## src/rtl/vospi_frame_parser.sv

```systemverilog
// VoSPI packet parser: 32-bit raw byte stream in, 16-bit pixel AXI-Stream out.
// Optional CRC-16 packet check is built only when VOSPI_CRC_CHECK_EN is defined.
module vospi_frame_parser #(
  parameter int unsigned LINE_PIXELS = 80,
  parameter int unsigned FRAME_LINES = 60,
  parameter int unsigned CNT_WIDTH   = 16
) (
  input  logic                 clk,
  input  logic                 rst_n,
  input  logic                 en,
  input  logic [31:0]          s_axis_tdata,
  input  logic                 s_axis_tvalid,
  output logic                 s_axis_tready,
  output logic [15:0]          m_axis_tdata,
  output logic                 m_axis_tvalid,
  input  logic                 m_axis_tready,
  output logic                 m_axis_tlast,
  output logic                 m_axis_tuser,
  output logic                 frame_done,
  output logic                 seq_err,
  output logic [CNT_WIDTH-1:0] discard_cnt,
  output logic [5:0]           line_num
`ifdef VOSPI_CRC_CHECK_EN
  ,
  output logic                 crc_err
`endif
);

  localparam int unsigned WORDS = LINE_PIXELS / 2;
  localparam int unsigned WC_W  = $clog2(WORDS + 1);
  localparam int unsigned PC_W  = $clog2(LINE_PIXELS);

  typedef enum logic [1:0] {HUNT, HEADER, PIXELS, DROP} state_e;

  state_e               state_q, state_d;
  logic                 drop_ret_q, drop_ret_d;
  logic                 run_q;
  logic [WC_W-1:0]      word_cnt_q;
  logic [PC_W-1:0]      pix_cnt_q;
  logic [11:0]          line_cnt_q;
  logic [31:0]          hold_q;
  logic [1:0]           hold_cnt_q;
  logic                 frame_done_q, seq_err_q;
  logic [CNT_WIDTH-1:0] disc_q;

  logic        s_fire, m_fire, hdr_word, is_disc, pn_match, last_word, tlast_fire;
  logic [11:0] pn;

  assign s_fire     = s_axis_tvalid && s_axis_tready;
  assign m_fire     = m_axis_tvalid && m_axis_tready;
  assign hdr_word   = s_fire && (word_cnt_q == '0);
  assign pn         = {s_axis_tdata[3:0], s_axis_tdata[15:8]};
  assign is_disc    = (s_axis_tdata[3:0] == 4'hF);
  assign pn_match   = (pn == line_cnt_q);
  assign last_word  = (word_cnt_q == WC_W'(WORDS));
  assign tlast_fire = m_fire && m_axis_tlast;

`ifdef VOSPI_CRC_CHECK_EN
  logic [15:0] crc_q, crc_hdr_q, crc_nxt;
  logic [31:0] crc_in;
  logic        crc_err_q, abort_q, crc_bad;

  function automatic logic [15:0] crc_byte(input logic [15:0] c, input logic [7:0] b);
    logic [15:0] r;
    logic [7:0]  d;
    r = c;
    d = b;
    for (int unsigned i = 0; i < 8; i++) begin
      r = {r[14:0], 1'b0} ^ ((r[15] ^ d[7]) ? 16'h1021 : 16'h0000);
      d = {d[6:0], 1'b0};
    end
    return r;
  endfunction

  // Header word enters the CRC with id[15:12] and the CRC field zeroed.
  always_comb begin
    crc_in  = (word_cnt_q == '0) ? {16'h0000, s_axis_tdata[15:8], 4'h0, s_axis_tdata[3:0]}
                                 : s_axis_tdata;
    crc_nxt = (word_cnt_q == '0) ? 16'h0000 : crc_q;
    crc_nxt = crc_byte(crc_nxt, crc_in[7:0]);
    crc_nxt = crc_byte(crc_nxt, crc_in[15:8]);
    crc_nxt = crc_byte(crc_nxt, crc_in[23:16]);
    crc_nxt = crc_byte(crc_nxt, crc_in[31:24]);
  end

  assign crc_bad = (state_q == PIXELS) && s_fire && last_word && (crc_nxt != crc_hdr_q);

  always_ff @(posedge clk or negedge rst_n) begin
    if (!rst_n) begin
      crc_q     <= '0;
      crc_hdr_q <= '0;
      crc_err_q <= 1'b0;
      abort_q   <= 1'b0;
    end else begin
      crc_err_q <= crc_bad;
      if (s_fire) crc_q <= crc_nxt;
      if (hdr_word) crc_hdr_q <= {s_axis_tdata[23:16], s_axis_tdata[31:24]};
      if (state_d == HUNT) abort_q <= 1'b0;
      else if (crc_bad)    abort_q <= 1'b1;
    end
  end

  assign crc_err = crc_err_q;
`else
  logic abort_q;
  assign abort_q = 1'b0;
`endif

  always_ff @(posedge clk or negedge rst_n) begin
    if (!rst_n) begin
      state_q    <= HUNT;
      drop_ret_q <= 1'b0;
    end else begin
      state_q    <= state_d;
      drop_ret_q <= drop_ret_d;
    end
  end

  always_comb begin
    state_d    = state_q;
    drop_ret_d = drop_ret_q;
    if (!en) begin
      state_d = HUNT;
    end else begin
      case (state_q)
        HUNT: if (hdr_word) begin
          drop_ret_d = 1'b0;
          state_d    = (!is_disc && pn == 12'd0) ? PIXELS : DROP;
        end
        HEADER: if (abort_q) begin
          if (hold_cnt_q == 2'd0) state_d = HUNT;
        end else if (hdr_word) begin
          drop_ret_d = is_disc;
          state_d    = (!is_disc && pn_match) ? PIXELS : DROP;
        end
        PIXELS: if (s_fire && last_word) state_d = HEADER;
        DROP:   if (s_fire && last_word) state_d = drop_ret_q ? HEADER : HUNT;
        default: state_d = HUNT;
      endcase
    end
  end

  always_comb begin
    s_axis_tready = 1'b0;
    case (state_q)
      HUNT:    s_axis_tready = (hold_cnt_q == 2'd0);
      HEADER:  s_axis_tready = (hold_cnt_q == 2'd0) && !abort_q;
      PIXELS:  s_axis_tready = (hold_cnt_q == 2'd0) || ((hold_cnt_q == 2'd1) && m_axis_tready);
      DROP:    s_axis_tready = 1'b1;
      default: s_axis_tready = 1'b0;
    endcase
    s_axis_tready = s_axis_tready && run_q;
    m_axis_tvalid = (hold_cnt_q != 2'd0);
    m_axis_tdata  = hold_q[15:0];
    m_axis_tlast  = m_axis_tvalid && (pix_cnt_q == PC_W'(LINE_PIXELS - 1));
    m_axis_tuser  = m_axis_tvalid && (line_cnt_q == 12'd0) && (pix_cnt_q == '0);
    frame_done    = frame_done_q;
    seq_err       = seq_err_q;
    discard_cnt   = disc_q;
    line_num      = line_cnt_q[5:0];
  end

  always_ff @(posedge clk or negedge rst_n) begin
    if (!rst_n) begin
      run_q        <= 1'b0;
      word_cnt_q   <= '0;
      pix_cnt_q    <= '0;
      line_cnt_q   <= '0;
      hold_q       <= '0;
      hold_cnt_q   <= '0;
      frame_done_q <= 1'b0;
      seq_err_q    <= 1'b0;
      disc_q       <= '0;
    end else begin
      run_q        <= 1'b1;
      frame_done_q <= tlast_fire && (line_cnt_q == 12'(FRAME_LINES - 1)) && !abort_q;
      seq_err_q    <= en && (state_q == HEADER) && hdr_word && !is_disc && !pn_match && !abort_q;
      if (s_fire) word_cnt_q <= last_word ? '0 : word_cnt_q + WC_W'(1);
      if (en && (state_q == HUNT || state_q == HEADER) && hdr_word && is_disc && !(&disc_q))
        disc_q <= disc_q + CNT_WIDTH'(1);
      if (en && state_q == HUNT && hdr_word && !is_disc && pn == 12'd0)
        line_cnt_q <= '0;
      else if (tlast_fire)
        line_cnt_q <= (line_cnt_q == 12'(FRAME_LINES - 1) || abort_q) ? '0 : line_cnt_q + 12'd1;
      if (state_q == HUNT) begin
        // An offered pixel finishes its handshake before the hold register is emptied.
        if (hold_cnt_q == 2'd0 || m_fire) begin
          hold_cnt_q <= '0;
          pix_cnt_q  <= '0;
        end
      end else begin
        if (s_fire && state_q == PIXELS) begin
          hold_q     <= {s_axis_tdata[23:16], s_axis_tdata[31:24],
                         s_axis_tdata[7:0],   s_axis_tdata[15:8]};
          hold_cnt_q <= 2'd2;
        end else if (m_fire) begin
          hold_q[15:0] <= hold_q[31:16];
          hold_cnt_q   <= hold_cnt_q - 2'd1;
        end
        if (m_fire) pix_cnt_q <= (pix_cnt_q == PC_W'(LINE_PIXELS - 1)) ? '0 : pix_cnt_q + PC_W'(1);
      end
    end
  end

endmodule

```

## config.mk

```make
export PLATFORM = sky130hd
export DESIGN_NAME = vospi_frame_parser
export DESIGN_NICKNAME = d
export VERILOG_FILES = /design/src/rtl/vospi_frame_parser.sv
export SDC_FILE = /design/constraint.sdc
export NUM_CORES = 1
export LEC_CHECK = 0
export BUFFER_PORTS_ARGS = -buffer_cell sky130_fd_sc_hd__buf_2
export CAP_MARGIN = 20
export CELL_PAD_IN_SITES_DETAIL_PLACEMENT = 0
export CELL_PAD_IN_SITES_GLOBAL_PLACEMENT = 1
export CORE_MARGIN = 5
export CORE_UTILIZATION = 43
export DETAILED_ROUTE_END_ITERATION = 10
export PLACE_DENSITY_LB_ADDON = 0.1
export SYNTH_ARGS = -nofsm -noshare
export SYNTH_HDL_FRONTEND = slang
export SYNTH_SLANG_ARGS = --single-unit
```

## constraint.sdc

```tcl
create_clock -name clk -period 3.1 [get_ports clk]
set_input_delay 0.62 -clock clk [delete_from_list [all_inputs] [get_ports clk]]
set_output_delay 0.62 -clock clk [all_outputs]
set_load 0.05 [all_outputs]
```

Word-level counts from Yosys, hierarchy flattened. Index checks and enable logic that the tools add are counted.

Add/subtract/negate cells: 5. Equality and inequality tests: 16. Mux-type cells: 27. Bitwise operators: 1. Reductions and logical operators: 52.

Operators by type and width (number): 12-bit two-way mux (3); 16-bit two-way mux (2); 7-bit two-way mux (4); 1-bit logical AND (26); 12-bit logical NOT (2); 2-bit two-way mux (9); 16-bit by 1-bit adder with 16-bit output, second input constant (1); 16-bit AND reduction (1); 12-bit by 1-bit adder with 12-bit output, second input constant (1); 12-bit equality test (1); 12-bit by 6-bit equality test with 1-bit output, second input constant (1); 3-bit != test, second input constant (4); 2-bit nonzero test (5); 2-bit case mux with 4 select lines (1); 2-bit AND reduction (4); 4-bit AND reduction (2); 7-bit by 1-bit adder with 7-bit output, second input constant (1); 7-bit equality test, second input constant (1); 7-bit logical NOT (1); 6-bit by 1-bit adder with 6-bit output, second input constant (1); 6-bit equality test, second input constant (1); 6-bit logical NOT (1); 6-bit two-way mux (1); 1-bit two-way mux (5); other kinds (14) (22).

Register bits after elaboration: 81. Input port bits: 37. Output and inout bits: 44.

Depth between registers and ports, before layout. Gate-level depths: netlist (run 1).

Depth after elaboration: 11. Depth in mapped cells: 9. Gate-level depth less buffers: 6.

Least setup slack after synthesis (run 1). Ideal clock, no wire load.

Kind: flip-flop to output port. From: reg hold_cnt_q[0]. To: out m_axis_tuser. Data arrival time: 2672 ps. Required time: 2480 ps. Slack: -192 ps. Cell stages (with the launch flop): 7. Path buffers: 1. Path through: dfrtp_1 -> inv_1 -> ha_1 -> clkbuf_1 -> nor4b_1 -> nand4_1 -> nor4_1.

Word-level cells in the longest chain between the ends: 3.

RTL lines: from (decl) (line 42) `logic [1:0] hold_cnt_q;`; from (signal assigned) (line 198) `hold_cnt_q <= hold_cnt_q - 2'd1;`; 2-bit nonzero test (line 153) `m_axis_tvalid = (hold_cnt_q != 2'd0);`; 1-bit logical AND (2 in a row) (line 156) `m_axis_tuser = m_axis_tvalid && (line_cnt_q == 12'd0) && (pix_cnt_q == '0);`; to (decl) (line 18) `output logic m_axis_tuser,`.

Every way passes these cells.

Worst setup path in the final report (run 1). Ends and elaborated chain as after synthesis.

==> results of run 1 <==
-- cells by family (layout without fill, tap and decap cells) --
family / Yosys count / in the layout / synth area share
compound gates: 75 / 75 / 0.1172
xor+xnor: 36 / 36 / 0.07016
fa+ha+maj: 9 / 9 / 0.02506
buf+inv: 61 / 123 / 0.07155
flops: 81 / 81 / 0.4510
mux: 33 / 33 / 0.07823
other cells: 1 / 1 / 0.0008344
simple gates: 151 / 151 / 0.1860
-- Yosys cell counts, drive strengths merged, types with 2 or more instances --
library cell  count
or3               2
o211ai            2
xnor2            14
o31ai             4
nand4            11
and4              5
xor2             22
mux2             17
o2111ai           2
o21a              2
a21oi            13
a211o             2
and3b             2
a31oi             4
buf              26
and3              4
o21ai            20
ha                9
nor2             19
or4               4
mux2i            16
nand4b            2
nor4             13
clkbuf           16
a211oi            9
nor4b             3
a311oi            2
nand2            40
nand3            23
dfrtp            81
inv              19
or4b              4
a2111oi           4
nor3              9
nand4bb           2
o41ai             2
a21boi            2
and2              3
-- routing by layer --
layer,vias up,track usage,wire (um)
met4,0,0.05048,121
met1,1646,0.2338,5002
met3,10,0.04636,487
li1,1708,-,-
met2,59,0.2586,4759
met5,-,0,0
-- state kept, by name, indices dropped and copies added, names as in the netlist --
name,flops
discard_cnt,16
drop_ret_q,1
frame_done,1
hold_cnt_q,2
hold_q,32
line_cnt_q,12
pix_cnt_q,7
run_q,1
seq_err,1
state_q,2
word_cnt_q,6
-- worst max-delay path by stage --
stage | endpoint | slack, ns | cells after the start
after floorplan | m_axis_tuser | 0.38 | 6
after global placement | discard_cnt[1] | 0.39 | 5
after detailed placement | discard_cnt[1] | 0.34 | 5
after CTS | m_axis_tuser | 0.15 | 6
after global routing | m_axis_tuser | 0.04 | 6
final | m_axis_tuser | 0.20 | 6
-- report_power, final --
group / internal (mW) / switching (mW)
Combinational: 0.122 / 0.192
Sequential: 1.12 / 0.0733
Clock: 0.370 / 0.413
-- worst max-delay path, cell delays in order (launching register included) --
cell and delay [ns]:
dfrtp_1 0.40, inv_1 0.06, ha_1 0.33, nor4b_1 0.51
nand4_1 0.17, nor4_2 0.15, buf_2 0.30
-- area by class of cell --
cell class | count | area (sq um) | area share
Clock inverter | 7 | 71.32 | 0.01397
Multi-Input combinational cell | 305 | 2160 | 0.4229
Tap cell | 136 | 170.2 | 0.03333
Inverter | 19 | 71.32 | 0.01397
Sequential cell | 81 | 2027 | 0.3970
Timing Repair Buffer | 88 | 483.0 | 0.09458
Clock buffer | 9 | 123.9 | 0.02426
==> impl_metrics.py, run 1 <==
metrics = {
    "clock_network": {
        "ctsResizeCount": 0,
        "cts_hold_buf": 0,
        "clockBufferDepth": 2,
        "clk_pin_slew_ns": 0.09,
        "cts_inserted_buffers": 9,
        "cts_htree_levels": 3,
        "cts_tree": "done",
        "post_cts_buffers": 0,
        "clkLatencyLatePin_ns": 0.36,
        "clockRootBuffer": "clkbuf_8",
        "clock_sinks": 81,
    },
    "setup_path": {
        "path_max_fanout": 13,
        "path_class": "flip-flop to output port",
        "critPathRequiredTime_ns": 2.48,
        "r2r-end": "line_cnt_q[11]",
        "crit_path_start": "hold_cnt_q[0]",
        "crit_path_end_kind": "output port",
        "cp-start-kind": "flip-flop",
        "r2r_slack_ns": 0.40,
        "arrival_ns": 2.28,
        "rr_worst_depth": 6,
        "rr_startpoint": "hold_cnt_q[0]",
    },
    "yosys": {
        "synth_flop_cell": "dfrtp_1",
        "async_reset_ff_frac": 1.000,
        "synth_edf_count": 0,
        "synth-seq-cells": 81,
        "yosysWarnings": 0,
        "yosysTopAreaCell": "dfrtp_1",
        "synth_cell_types": 58,
        "synth_cells": 447,
        "syn-cell-area_sq_um": 4494,
        "avgSynthCellArea_sq_um": 10.05,
        "yosysSeqAreaShare": 0.4510,
        "syn_nets": 493,
        "synthTopCellsByArea": "dfrtp_1 45%, xor2_1 4.3%, mux2_2 4.3%",
        "synth.top_cell.area_share": 0.4510,
    },
    "global_routing": {
        "grt_util_all_layers": 0.1687,
        "antenna_found_initial": 0,
        "grt_pass1_vias": 3407,
        "grt_start_max_net_pins": 82,
        "grt.overflow.total": 0,
        "grt_pass1_wl_um": 17300,
    },
    "final_layout": {
        "final_cells": 645,
        "antenna_cells": 0,
        "fin_nets": 550,
        "layout_commonest_cell": "dfrtp_1",
        "postLayoutCoreUtil": 0.4968,
        "drive_above_1_share": 0.2692,
        "fin_area_sq_um": 5106,
        "nFillCells": 1026,
        "final_cell_mix": "81 x dfrtp_1, 79 x buf_2, 40 x nand2_1",
        "syn_to_final_growth_pct": 13.61,
    },
    "place": {
        "pre_cts_slack_ns": 0.3446,
        "io_buffers": 80,
        "gp_congestion": 0.7836,
        "dp_hpwl_um": 7518,
        "post_dp_cell_area_sq_um": 4883,
        "placedCellCount": 628,
    },
    "floorplan": {
        "ios": 81,
        "coreArea_sq_um": 10280,
        "dieArea_sq_um": 12600,
        "initial_core_util": 0.4373,
        "die_w_um": 112.2,
        "rows": 37,
        "die_h_um": 112.2,
    },
    "sta": {
        "finClkSkew_ns": 0.01360,
        "slew_headroom": 0.5485,
        "setup_tns_ns": 0,
        "period_needed_ns": 2.899,
        "hold_viol_final": 0,
        "max_slew.worst_pin.slew_ns": 0.6748,
        "finalWorstSetupSlack_ns": 0.2010,
        "rsz0062_at_grt": "no",
        "setup_violations": 0,
        "fmax_ghz": 0.3450,
        "slew_viol_final": 0,
        "hold_slack_ns": 0.1793,
        "finalCritPeriodShare": 0.9351,
    },
    "run": {
        "cap_violations": 0,
    },
    "route": {
        "final_antenna_net_count": 0,
        "finalWirelength_um": 10370,
        "detail_route.drc_violations": 0,
        "drt-vias-per-instance": 5.307,
        "vias": 3423,
        "firstDrtPassIters": 4,
        "routedWlPerCell_um": 16.08,
        "drt_first_iter_violations": 191,
    },
    "power_and_ir_drop": {
        "ir_drop_v": 0.0001912,
        "p_total_mw": 2.295,
        "p_per_area_nw_per_um2": 449.5,
        "leakagePower_nw": 2.335,
    },
    "status": {
        "status": "complete, no violations",
    },
    "min_path": {
        "hold_class": "input pin to asynchronous set/reset pin",
    },
}
No activity file was read; power rests on OpenSTA's default activity.
==> run 2: changes to the inputs <==
- CAP_MARGIN: 20 -> 5
- CORE_UTILIZATION: 43 -> 39
- SKIP_LAST_GASP: unset -> 1
- clock period: 3.1 -> 2.56 ns (I/O delays scaled with it)
==> run 2 against run 1 <==
  * Power grew 33%
  * Die area grew 9.3%
  * Clock-buffer cell count grew 2
  * Combinational power grew 34%
  * Global-route usage shrank 0.91 points
  * Sequential power grew 19%
  * Clock power grew 53%
  * Routed wire length grew 3.9%
  * Register-to-register slack lost 0.16 ns
  * Largest power group unchanged
==> impl_metrics.py, run 2 (synthesis results as in run 1) <==
metrics = {
    "status": {
        "status": "complete, no violations",
    },
    "route": {
        "firstDrtPassIters": 4,
        "met3_length_um": 491,
        "routed.top_layer": "met4",
        "routedWlPerCell_um": 16.15,
        "drt_first_iter_violations": 127,
        "vias": 3548,
        "met2_wirelength_um": 4965,
        "detail_route.drc_violations": 0,
        "drt-vias-per-instance": 5.319,
        "final_antenna_net_count": 0,
        "finalWirelength_um": 10770,
        "wl_met1_um": 5141,
    },
    "clock_network": {
        "clkLatencyLatePin_ns": 0.34,
        "cts_htree_levels": 3,
        "cts_hold_buf": 0,
        "clock_sinks": 81,
        "cts_inserted_buffers": 9,
        "clockRootBuffer": "clkbuf_16",
        "clk_pin_slew_ns": 0.06,
        "clockBufferDepth": 2,
        "cts_tree": "done",
    },
    "global_routing": {
        "grt_pass1_vias": 3562,
        "grt.overflow.total": 0,
        "grt_util_all_layers": 0.1596,
        "grt_pass1_wl_um": 18070,
        "grt_start_max_net_pins": 51,
        "antenna_found_initial": 0,
    },
    "final_layout": {
        "largest_register_ffs": 32,
        "largest_register": "hold_q",
        "fin_nets": 566,
        "nFillCells": 1124,
        "syn_to_final_growth_pct": 19.54,
        "final_cell_mix": "81 x dfrtp_1, 77 x buf_2, 40 x nand2_1",
        "antenna_cells": 0,
        "layout_commonest_cell": "dfrtp_1",
        "drive_above_1_share": 0.2939,
        "postLayoutCoreUtil": 0.4725,
        "final_cells": 667,
    },
    "setup_path": {
        "rr_startpoint": "hold_cnt_q[0]",
        "path_class": "flip-flop to output port",
        "crit_path_end_kind": "output port",
        "path_max_fanout": 4,
        "crit_path_start": "pix_cnt_q[1]",
        "cp-start-kind": "flip-flop",
        "critPathRequiredTime_ns": 2.05,
        "rr_worst_depth": 6,
        "arrival_ns": 1.99,
    },
    "floorplan": {
        "initial_core_util": 0.3953,
        "dieArea_sq_um": 13770,
        "ios": 81,
        "coreArea_sq_um": 11370,
        "rows": 39,
        "die_h_um": 117.4,
        "die_w_um": 117.4,
    },
    "place": {
        "io_buffers": 80,
        "gp_congestion": 0.8059,
        "dp_hpwl_um": 7966,
        "placedCellCount": 649,
        "pre_cts_slack_ns": 0.07923,
    },
    "sta": {
        "max_slew.worst_pin.slew_ns": 0.7036,
        "slew_viol_final": 0,
        "hold_viol_final": 0,
        "setup_violations": 0,
        "hold_slack_ns": 0.1106,
        "fmax_ghz": 0.3998,
        "finClkSkew_ns": 0.006073,
        "rsz0062_at_grt": "no",
        "finalCritPeriodShare": 0.9770,
        "slew_headroom": 0.5292,
        "period_needed_ns": 2.501,
        "finalWorstSetupSlack_ns": 0.05894,
    },
    "power_and_ir_drop": {
        "leakagePower_nw": 2.457,
        "p_total_mw": 3.052,
        "p_per_area_nw_per_um2": 568.0,
        "ir_drop_v": 0.0003065,
    },
    "min_path": {
        "hold_class": "input pin to asynchronous set/reset pin",
    },
    "run": {
        "cap_violations": 0,
    },
}
-- run 2: cell types whose count changed in the layout (fill, tap and decap cells not counted), sizes merged --
cell      change
clkinv        -3
buf          +16
clkbuf        +2
clkinvlp      +1
bufinv        -1
-- run 2: critical path: stages (launching register included) --
cell and delay [ns]:
dfrtp_1 0.39, ha_2 0.23, nand3_1 0.12, or4b_4 0.56
nor2_1 0.16, buf_6 0.18
-- run 2: final timing paths --
kind / endpoint / slack (ns)
worst max register to register: line_cnt_q[11] / 0.24
worst min register to register: drop_ret_q / 0.48
max in group asynchronous: pix_cnt_q[0] / 1.81
worst max-delay path: m_axis_tlast / 0.06
min in group clk: hold_q[14] / 0.37
worst min-delay path: discard_cnt[5] / 0.11
-- run 2: stage by stage --
stage | instance area (sq um) | TNS [ns]
after detailed placement | 5031 | 0
after floorplan | 4509 | 0
final | 5373 | 0
after CTS | 5341 | -0.06973
after global placement | 5031 | 0
after global routing | 5373 | 0
-- run 2: cell type report --
class                      instances  area (sq um)  share of cell area
inverter                          19         71.32             0.01327
sequential                        81          2027              0.3773
tap                              143         178.9             0.03330
multi-input combinational        305          2202              0.4099
clock buffer                      11         242.7             0.04518
clock inverter                     4         30.03            0.005589
timing repair buffer             104         620.6              0.1155
-- run 2: where the power goes --
group	leakage, nW	switching [mW]	internal, mW	total, mW
sequential	1.09	0.0671	1.36	1.43
combinational	1.24	0.258	0.162	0.421
clock	0.120	0.522	0.678	1.20
total	2.46	0.847	2.20	3.05
-- run 2: per-layer routing --
metal	up-vias	GRT usage
met2	71	0.2472
met5	-	0
li1	1753	-
met1	1711	0.2160
met3	13	0.03850
met4	0	0.06019
-- run 2: repair_timing --
action / 4_1_cts / 5_1_grt
endpoints found under the setup margin: 2 / 14
pin swaps: 0 / 0
resized for setup: 7 / 3
buffers inserted: 1 / 2
